==> config.mk <==
export PLATFORM = sky130hd
export DESIGN_NAME = seg7_scan_decoder
export DESIGN_NICKNAME = d
export VERILOG_FILES = /design/src/rtl/seg7_scan_decoder.sv
export SDC_FILE = /design/constraint.sdc
export NUM_CORES = 1
export LEC_CHECK = 0
export CAP_MARGIN = 40
export CORE_AREA = 2 2 72 74
export CTS_CLUSTER_DIAMETER = 150
export CTS_CLUSTER_SIZE = 8
export DETAILED_ROUTE_END_ITERATION = 16
export DIE_AREA = 0 0 74 76
export GPL_TIMING_DRIVEN = 1
export PLACE_DENSITY = 0.75
export SYNTH_ARGS = -nofsm -noshare
export SYNTH_HDL_FRONTEND = slang
export SYNTH_SLANG_ARGS = --single-unit
==> constraint.sdc <==
create_clock -name clk -period 2.6 [get_ports clk]
set_input_delay 0.65 -clock clk [delete_from_list [all_inputs] [get_ports clk]]
set_output_delay 0.65 -clock clk [all_outputs]
set_load 0.03 [all_outputs]
==> src/rtl/seg7_scan_decoder.sv <==
// Readback decoder for a multiplexed, active-low 7-segment bus: filters scan
// transitions, maps each stable segment pattern back to its hex nibble per digit.
module seg7_scan_decoder #(
    parameter int DIGITS        = 4,
    parameter int STABLE_CYCLES = 4
) (
    input  logic                  clk,
    input  logic                  rst_n,
    input  logic [6:0]            seg_in,
    input  logic [DIGITS-1:0]     an_in,
    output logic [4*DIGITS-1:0]   hex_out,
    output logic [DIGITS-1:0]     digit_valid,
    output logic                  update_pulse,
    output logic                  err_pulse
);

    localparam int BUS_W = DIGITS + 7;
    localparam int CNT_W = $clog2(STABLE_CYCLES);
    localparam logic [CNT_W-1:0] CNT_MAX = CNT_W'(STABLE_CYCLES - 1);

    logic [BUS_W-1:0]    sync1;
    logic [BUS_W-1:0]    sync2;
    logic [BUS_W-1:0]    history;
    logic [CNT_W-1:0]    stable_cnt;
    logic                committed;

    logic                same;
    logic                commit;
    logic [6:0]          seg_s;
    logic [DIGITS-1:0]   an_s;
    logic                any_low;
    logic                multi_low;
    logic                seg_match;
    logic [3:0]          seg_code;

    logic [4*DIGITS-1:0] hex_next;
    logic [DIGITS-1:0]   valid_next;
    logic                update_next;
    logic                err_next;

    // Inverse of the encoder table; only exact codes are accepted.
    function automatic logic [4:0] decode_seg(input logic [6:0] seg);
        case (seg)
            7'h40:   decode_seg = {1'b1, 4'h0};
            7'h79:   decode_seg = {1'b1, 4'h1};
            7'h24:   decode_seg = {1'b1, 4'h2};
            7'h30:   decode_seg = {1'b1, 4'h3};
            7'h19:   decode_seg = {1'b1, 4'h4};
            7'h12:   decode_seg = {1'b1, 4'h5};
            7'h02:   decode_seg = {1'b1, 4'h6};
            7'h78:   decode_seg = {1'b1, 4'h7};
            7'h00:   decode_seg = {1'b1, 4'h8};
            7'h18:   decode_seg = {1'b1, 4'h9};
            7'h08:   decode_seg = {1'b1, 4'hA};
            7'h03:   decode_seg = {1'b1, 4'hB};
            7'h46:   decode_seg = {1'b1, 4'hC};
            7'h21:   decode_seg = {1'b1, 4'hD};
            7'h06:   decode_seg = {1'b1, 4'hE};
            7'h0E:   decode_seg = {1'b1, 4'hF};
            default: decode_seg = {1'b0, 4'h0};
        endcase
    endfunction

    // Reset value is all ones: a blank bus with no digit enabled.
    always_ff @(posedge clk or negedge rst_n) begin
        if (!rst_n) begin
            sync1 <= '1;
            sync2 <= '1;
        end else begin
            sync1 <= {an_in, seg_in};
            sync2 <= sync1;
        end
    end

    assign seg_s  = sync2[6:0];
    assign an_s   = sync2[BUS_W-1:7];
    assign same   = (sync2 == history);
    assign commit = same && (stable_cnt == CNT_MAX) && !committed;
    assign {seg_match, seg_code} = decode_seg(seg_s);

    // The committed flag limits each stable window to a single commit.
    always_ff @(posedge clk or negedge rst_n) begin
        if (!rst_n) begin
            history    <= '1;
            stable_cnt <= '0;
            committed  <= 1'b0;
        end else begin
            history <= sync2;
            if (same) begin
                if (stable_cnt != CNT_MAX) begin
                    stable_cnt <= stable_cnt + 1'b1;
                end
                if (commit) begin
                    committed <= 1'b1;
                end
            end else begin
                stable_cnt <= '0;
                committed  <= 1'b0;
            end
        end
    end

    always_comb begin
        any_low   = 1'b0;
        multi_low = 1'b0;
        for (int i = 0; i < DIGITS; i++) begin
            if (!an_s[i]) begin
                multi_low = multi_low | any_low;
                any_low   = 1'b1;
            end
        end
    end

    // A blank window commits silently; overlapping enables only raise an error.
    always_comb begin
        hex_next    = hex_out;
        valid_next  = digit_valid;
        update_next = 1'b0;
        err_next    = 1'b0;
        if (commit && any_low) begin
            if (multi_low) begin
                err_next = 1'b1;
            end else begin
                for (int i = 0; i < DIGITS; i++) begin
                    if (!an_s[i]) begin
                        if (seg_match) begin
                            hex_next[4*i +: 4] = seg_code;
                            valid_next[i]      = 1'b1;
                        end else begin
                            valid_next[i]      = 1'b0;
                        end
                    end
                end
                update_next = seg_match;
                err_next    = !seg_match;
            end
        end
    end

    always_ff @(posedge clk or negedge rst_n) begin
        if (!rst_n) begin
            hex_out      <= '0;
            digit_valid  <= '0;
            update_pulse <= 1'b0;
            err_pulse    <= 1'b0;
        end else begin
            hex_out      <= hex_next;
            digit_valid  <= valid_next;
            update_pulse <= update_next;
            err_pulse    <= err_next;
        end
    end

endmodule

# Word level (Yosys, flattened, before mapping)
# Cells that the tools add are included.
dict set report totals {
  ff_bits 58
  inputBits 13
  output_inout_bits 22
  elab_cells 74
}
dict set report op_classes {
  addsub 1
  eq_ne 20
  muxes 17
  bitwise_logic 7
  reduce_logical 14
}
# cell count
set op_table {}
lappend op_table {{$pmux W5 S16} 1}
lappend op_table {{$eq A7 B7 Y1 const B} 4}
lappend op_table {{$eq A7 B5 Y1 const B} 3}
lappend op_table {{$eq A7 B6 Y1 const B} 3}
lappend op_table {{$reduce_and A4 Y1} 4}
lappend op_table {{$eq A7 B2 Y1 const B} 2}
lappend op_table {{$eq A7 B4 Y1 const B} 2}
lappend op_table {{$mux W1} 14}
lappend op_table {{$reduce_and A3 Y1} 4}
lappend op_table {{$eq A11 B11 Y1} 1}
lappend op_table {{$eq A7 B3 Y1 const B} 1}
lappend op_table {{$logic_not A7 Y1} 1}
lappend op_table {{$not A1 Y1} 5}
lappend op_table {{$mux W2} 2}
lappend op_table {{$ne A2 B1 Y1 const B} 2}
lappend op_table {{$logic_and A1 B1 Y1} 3}
lappend op_table {{$add A2 B1 Y2 const B} 1}
lappend op_table {{$eq A2 B2 Y1 const B} 1}
lappend op_table {{$logic_not A1 Y1} 2}
lappend op_table {{$ne A2 B2 Y1 const B} 1}
lappend op_table {{$or A1 B1 Y1} 2}

# Logic depth before layout (Yosys ltp)
# Gate-level depths: netlist (run 1).
dict set report depth {
  word_depth 8
  ltp_mapped 8
  ltp_nobuf 7
}

# Least setup slack after synthesis (run 1)
# OpenSTA, ideal clock, no wires.
dict set report synth_timing {
  path_type {register -> register}
  start {reg sync2[7]}
  end {reg hex_out[9]}
  setup_ps 127
  t_arrival_ps 1816
  required_ps 2473
  setup_slack_ps 657
  path_stages_with_launch 9
  n_path_buf 1
  period_less_slack_ps 1943
  cell_sequence {dfstp_2 > buf_2 > xnor2_1 > nand4_2 > nor4_4 > nand4_1 > o21bai_4 > nand2_1 > o21ai_1}
}
dict set report synth_between {
  elab_chain_len 8
  elab_cells_between_ends 15
  cone_classes {eq/ne (1); mux (7); bitwise (3); reduce/logical (4)}
}
# element line_no
set synth_lines {}
lappend synth_lines {{from (decl)} 22} ;# logic [BUS_W-1:0] sync2;
lappend synth_lines {{from (signal assigned)} 71} ;# sync2 <= sync1;
lappend synth_lines {{$mux W1 (2 in a row)} 107} ;# if (!an_s[i]) begin
lappend synth_lines {{$or A1 B1 Y1} 108} ;# multi_low = multi_low | any_low;
lappend synth_lines {{$mux W1} 107}
lappend synth_lines {{$or A1 B1 Y1} 108}
lappend synth_lines {{$mux W1} 107}
lappend synth_lines {{$not A1 Y1 (no source line)} --}
lappend synth_lines {{$reduce_and A4 Y1 (no source line) (*)} --}
lappend synth_lines {{to (signal assigned)} 147} ;# hex_out <= hex_next;
lappend synth_lines {{to (decl)} 11} ;# output logic [4*DIGITS-1:0] hex_out,
# Every way passes the cells marked *; elsewhere a longest branch is shown, timed or not.
# A chain may end at the register's enable or synchronous reset.

# Final worst setup path (run 1)
dict set report layout_timing {
  start {reg sync2[6]}
  end {reg hex_out[11]}
}
dict set report layout_between {
  elab_chain_len 5
  elab_cells_between_ends 22
  cone_classes {eq/ne (16); mux (1); reduce/logical (5)}
}
# element
set layout_lines {}
lappend layout_lines {{branches (longest 5 deep; another with $pmux W5 S16)}}
# Parallel ways; which one is timed is not known.

==> impl_metrics.env, run 1 <==
export IMPL_hp_class="in -> async"
export IMPL_muxShareOfSynthArea_pct=0.4069
export IMPL_grt_start_max_net_pins=31
export IMPL_timing_hold_ws_ns=0.3490
export IMPL_placedInstanceArea_um2=2846
export IMPL_clockBufferDepth=2
export IMPL_drt_pass1_iter_count=4
export IMPL_cts_root_buffer="clkbuf_8"
export IMPL_avgRoutedWirePerCell_um=13.27
export IMPL_synth_xor_xnor_area_share_pct=4.578
export IMPL_slew_violations=0
export IMPL_grt_overflow=0
export IMPL_worst_pin_slew_ns=0.6484
export IMPL_start_util_pct=50.08
export IMPL_powerDensity_nw_per_um2=650.0
export IMPL_synthFlopType="dfstp_2"
export IMPL_synth_top_family_by_area="simple AND/OR/NAND/NOR gates"
export IMPL_internal_power_uw=1559
export IMPL_synth_compound_area_share_pct=12.77
export IMPL_slew_limit_headroom_pct=56.77
export IMPL_antenna_found_initial=0
export IMPL_yosys_warnings=0
export IMPL_clk_latency_ns=0.33
export IMPL_finalHoldViolations=0
export IMPL_htreeDepth=3
export IMPL_instances_no_fill=323
export IMPL_ys_types=47
export IMPL_setup_viol_count_final=0
export IMPL_antenna_cells=0
export IMPL_async_flop_share_pct=100.0
export IMPL_cp_slowest_stage_delay_ns=0.69
export IMPL_setup_tns_ns=0
export IMPL_p_sw_uw=432.2
export IMPL_drive_gt1_share_pct=25.30
export IMPL_io_buffers=34
export IMPL_io_pins=35
export IMPL_drt_wl_total_mm=4.287
export IMPL_gp_congestion=0.8346
export IMPL_groute_usage_overall_pct=18.00
export IMPL_grt_pass1_wl_mm=7.555
export IMPL_status="complete, no violations"
export IMPL_ctsResizeCount=0
export IMPL_synth_net_count=225
export IMPL_pwr_share_comb_pct=5.2
export IMPL_synth_adder_area_share_pct=0.5086
export IMPL_path_clk_slew_ns=0.07
export IMPL_crit_arrival_ns=2.45
export IMPL_max_freq_mhz=448.6
export IMPL_power_uw=1992
export IMPL_p_seq_share_pct=49.5
export IMPL_numCtsBuffers=9
export IMPL_dieArea_um2=5624
export IMPL_postSynthAreaPerCell_um2=11.66
export IMPL_ys_seq_area_share_pct=60.68
export IMPL_maxCapViolCount=0
export IMPL_path_class="reg -> reg"
export IMPL_hpwl_mm=2.975
export IMPL_antenna_left=0
export IMPL_fin_crit_ns=2.229
export IMPL_cp_end_kind="flop"
export IMPL_syn2layout_area_growth_pct=24.57
export IMPL_skew_ns=0.008020
export IMPL_synthSimpleGateAreaFrac_pct=18.16
export IMPL_critPathSlowestCell="dfstp_2"
export IMPL_core_area_um2=4912
export IMPL_grt_pass1_vias=1542
export IMPL_period_share_pct=85.74
export IMPL_cp_data_required_time_ns=2.82
export IMPL_drc=0
export IMPL_p_clk_share_pct=45.3
export IMPL_route_vias_total=1629
export IMPL_crit_family="simple AND/OR/NAND/NOR gates"
export IMPL_stdcell_area_um2=3064
export IMPL_cp_num_buf_inv=0
export IMPL_num_rows=26
export IMPL_post_cts_setup_buffers=0
export IMPL_postCtsHoldBufs=0
export IMPL_rsz0062_at_grt="no"
export IMPL_first_iter_violations=85
export IMPL_start_kind="flop"
export IMPL_synth_edff_count=0
export IMPL_netlist_area_um2=2460
export IMPL_cts_sinks=58
export IMPL_cp_cell_sequence="xnor2_1 -> nand4_2 -> nor4_4 -> nand4_1 -> o21bai_4 -> nand2_1 -> o21ai_1"
export IMPL_synth_ff_latch_count=58
export IMPL_cts_tree="built"
export IMPL_dp_cells=307
export IMPL_p_leak_uw=0.001213
export IMPL_syn_inst=211
export IMPL_ir_worst_vdd_mv=0.3908
export IMPL_crit_path_max_fanout=14
export IMPL_nets=262
export IMPL_switching_share_pct=21.70
export IMPL_viasPerCell=5.043
export IMPL_die_w_um=74
export IMPL_dieHeight_um=76
-- sequential cells by signal (all words and copies together) (netlist names) --
name,count
committed,1
history,11
err_pulse,1
stable_cnt,2
sync1,11
update_pulse,1
sync2,11
hex_out,16
digit_valid,4
-- power groups by stage --
stage                     registers (uW)  clock network (uW)  logic, uW
after global placement               998                   0        105
after global routing                 990                 975        117
after CTS                            985                 924        107
final                                985                 902        104
after floorplan                      976                   0       79.7
after detailed placement             999                   0        106
-- cell usage after synthesis, types with 2 or more instances --
master    instances  area share, %
nor3b_1           3           0.92
nand3_1           5            1.0
o21ai_0           4           0.81
nand4_1           4            1.0
nor2_1           12            1.8
o22ai_1           2           0.51
xnor2_1          10            3.6
nor2b_1           6            1.5
buf_2             6            1.2
buf_4             3           0.92
nor3_1            6            1.2
o21bai_4          2            1.5
a22o_1            2           0.71
o21ai_1          16            3.3
dfrtp_1          25             25
o31ai_1           2           0.61
or3_1             3           0.76
nand2_1          27            4.1
dfstp_2          33             35
a21oi_1           9            1.8
inv_1             2           0.31
nand2b_1          4            1.0
-- per-layer routing --
metal | track usage (%) | share of wire, % | routed length (um) | vias to the layer above
met2 | 25.09 | 48 | 2047 | 40
met1 | 25.04 | 46 | 1993 | 768
met3 | 6.481 | 3.8 | 162 | 10
li1 | - | - | - | 811
met4 | 8.182 | 2.0 | 85 | 0
met5 | 0 | 0 | 0 | -
-- layout by cell type (no fill, tap or decap), drive strengths merged, types with 2 or more instances in the layout --
master and count:
a21oi 9, a22o 2, buf 3, bufinv 2, clkbuf 10, clkdlybuf4s50 33
clkinv 4, dfrtp 25, dfstp 33, inv 2, nand2 28, nand2b 5
nand3 5, nand4 5, nor2 12, nor2b 6, nor3 6, nor3b 3
nor4 2, o21ai 21, o21bai 2, o22ai 2, o31ai 2, or3 3
xnor2 11
-- worst paths after layout --
check / startpoint / endpoint / slack (ns) / cells past startpoint
setup / recovery: sync2[6]$_DFF_PN1_ / hex_out[11]$_DFFE_PN0P_ / 0.37 / 7
hold / removal: rst_n / err_pulse$_DFF_PN0_ / 0.35 / 1
setup reg to reg: sync2[6]$_DFF_PN1_ / hex_out[11]$_DFFE_PN0P_ / 0.37 / 7
hold reg to reg: sync1[0]$_DFF_PN1_ / sync2[0]$_DFF_PN1_ / 0.35 / 0
max in group asynchronous: rst_n / sync2[8]$_DFF_PN1_ / 1.61 / 2
min in group clk: sync1[0]$_DFF_PN1_ / sync2[0]$_DFF_PN1_ / 0.35 / 0
-- worst register-to-register path: cells and delay by family (launching register included) --
family	cells	cell delay (ns)
flops	1	0.69
compound gates	2	0.36
xor+xnor	1	0.17
simple gates	4	0.89
-- stage by stage --
stage	util, %	setup slack (ns)
6_report	62.38	0.3708
5_1_grt	62.38	0.2147
4_1_cts	62.38	0.4041
3_5_place_dp	57.95	0.4600
3_3_place_gp	57.95	0.4485
2_1_floorplan	-	0.6567
-- kinds of logic after synthesis --
kind of cell               after synthesis
muxes                                    1
AOI/OAI and AO/OA                       46
and+or+nand+nor                         81
adders and majority gates                1
xor gates and xnor gates                12
buffers and inverters                   12
DFF                                     58
-- layout make-up --
cell class / instances / area (um^2)
Timing Repair Buffer: 36 / 362.8
Multi-Input combinational cell: 141 / 895.9
Clock buffer: 10 / 137.6
Clock inverter: 6 / 80.08
Sequential cell: 58 / 1493
Inverter: 2 / 7.507
Fill cell: 378 / 1848
Tap cell: 70 / 87.58
Note: power is estimated with default switching activity, not from simulation.
==> inputs of run 2 (changes only) <==
- CAP_MARGIN: 40 -> 30
==> results of run 2 <==
Final layout, timing and power as in run 1 (identical DEF).
==> inputs of run 3 (changes only) <==
- HOLD_SLACK_MARGIN: not set -> 0.1
- SKIP_LAST_GASP: not set -> 1
==> results of run 3 <==
Final layout, timing and power as in run 1 (identical DEF).
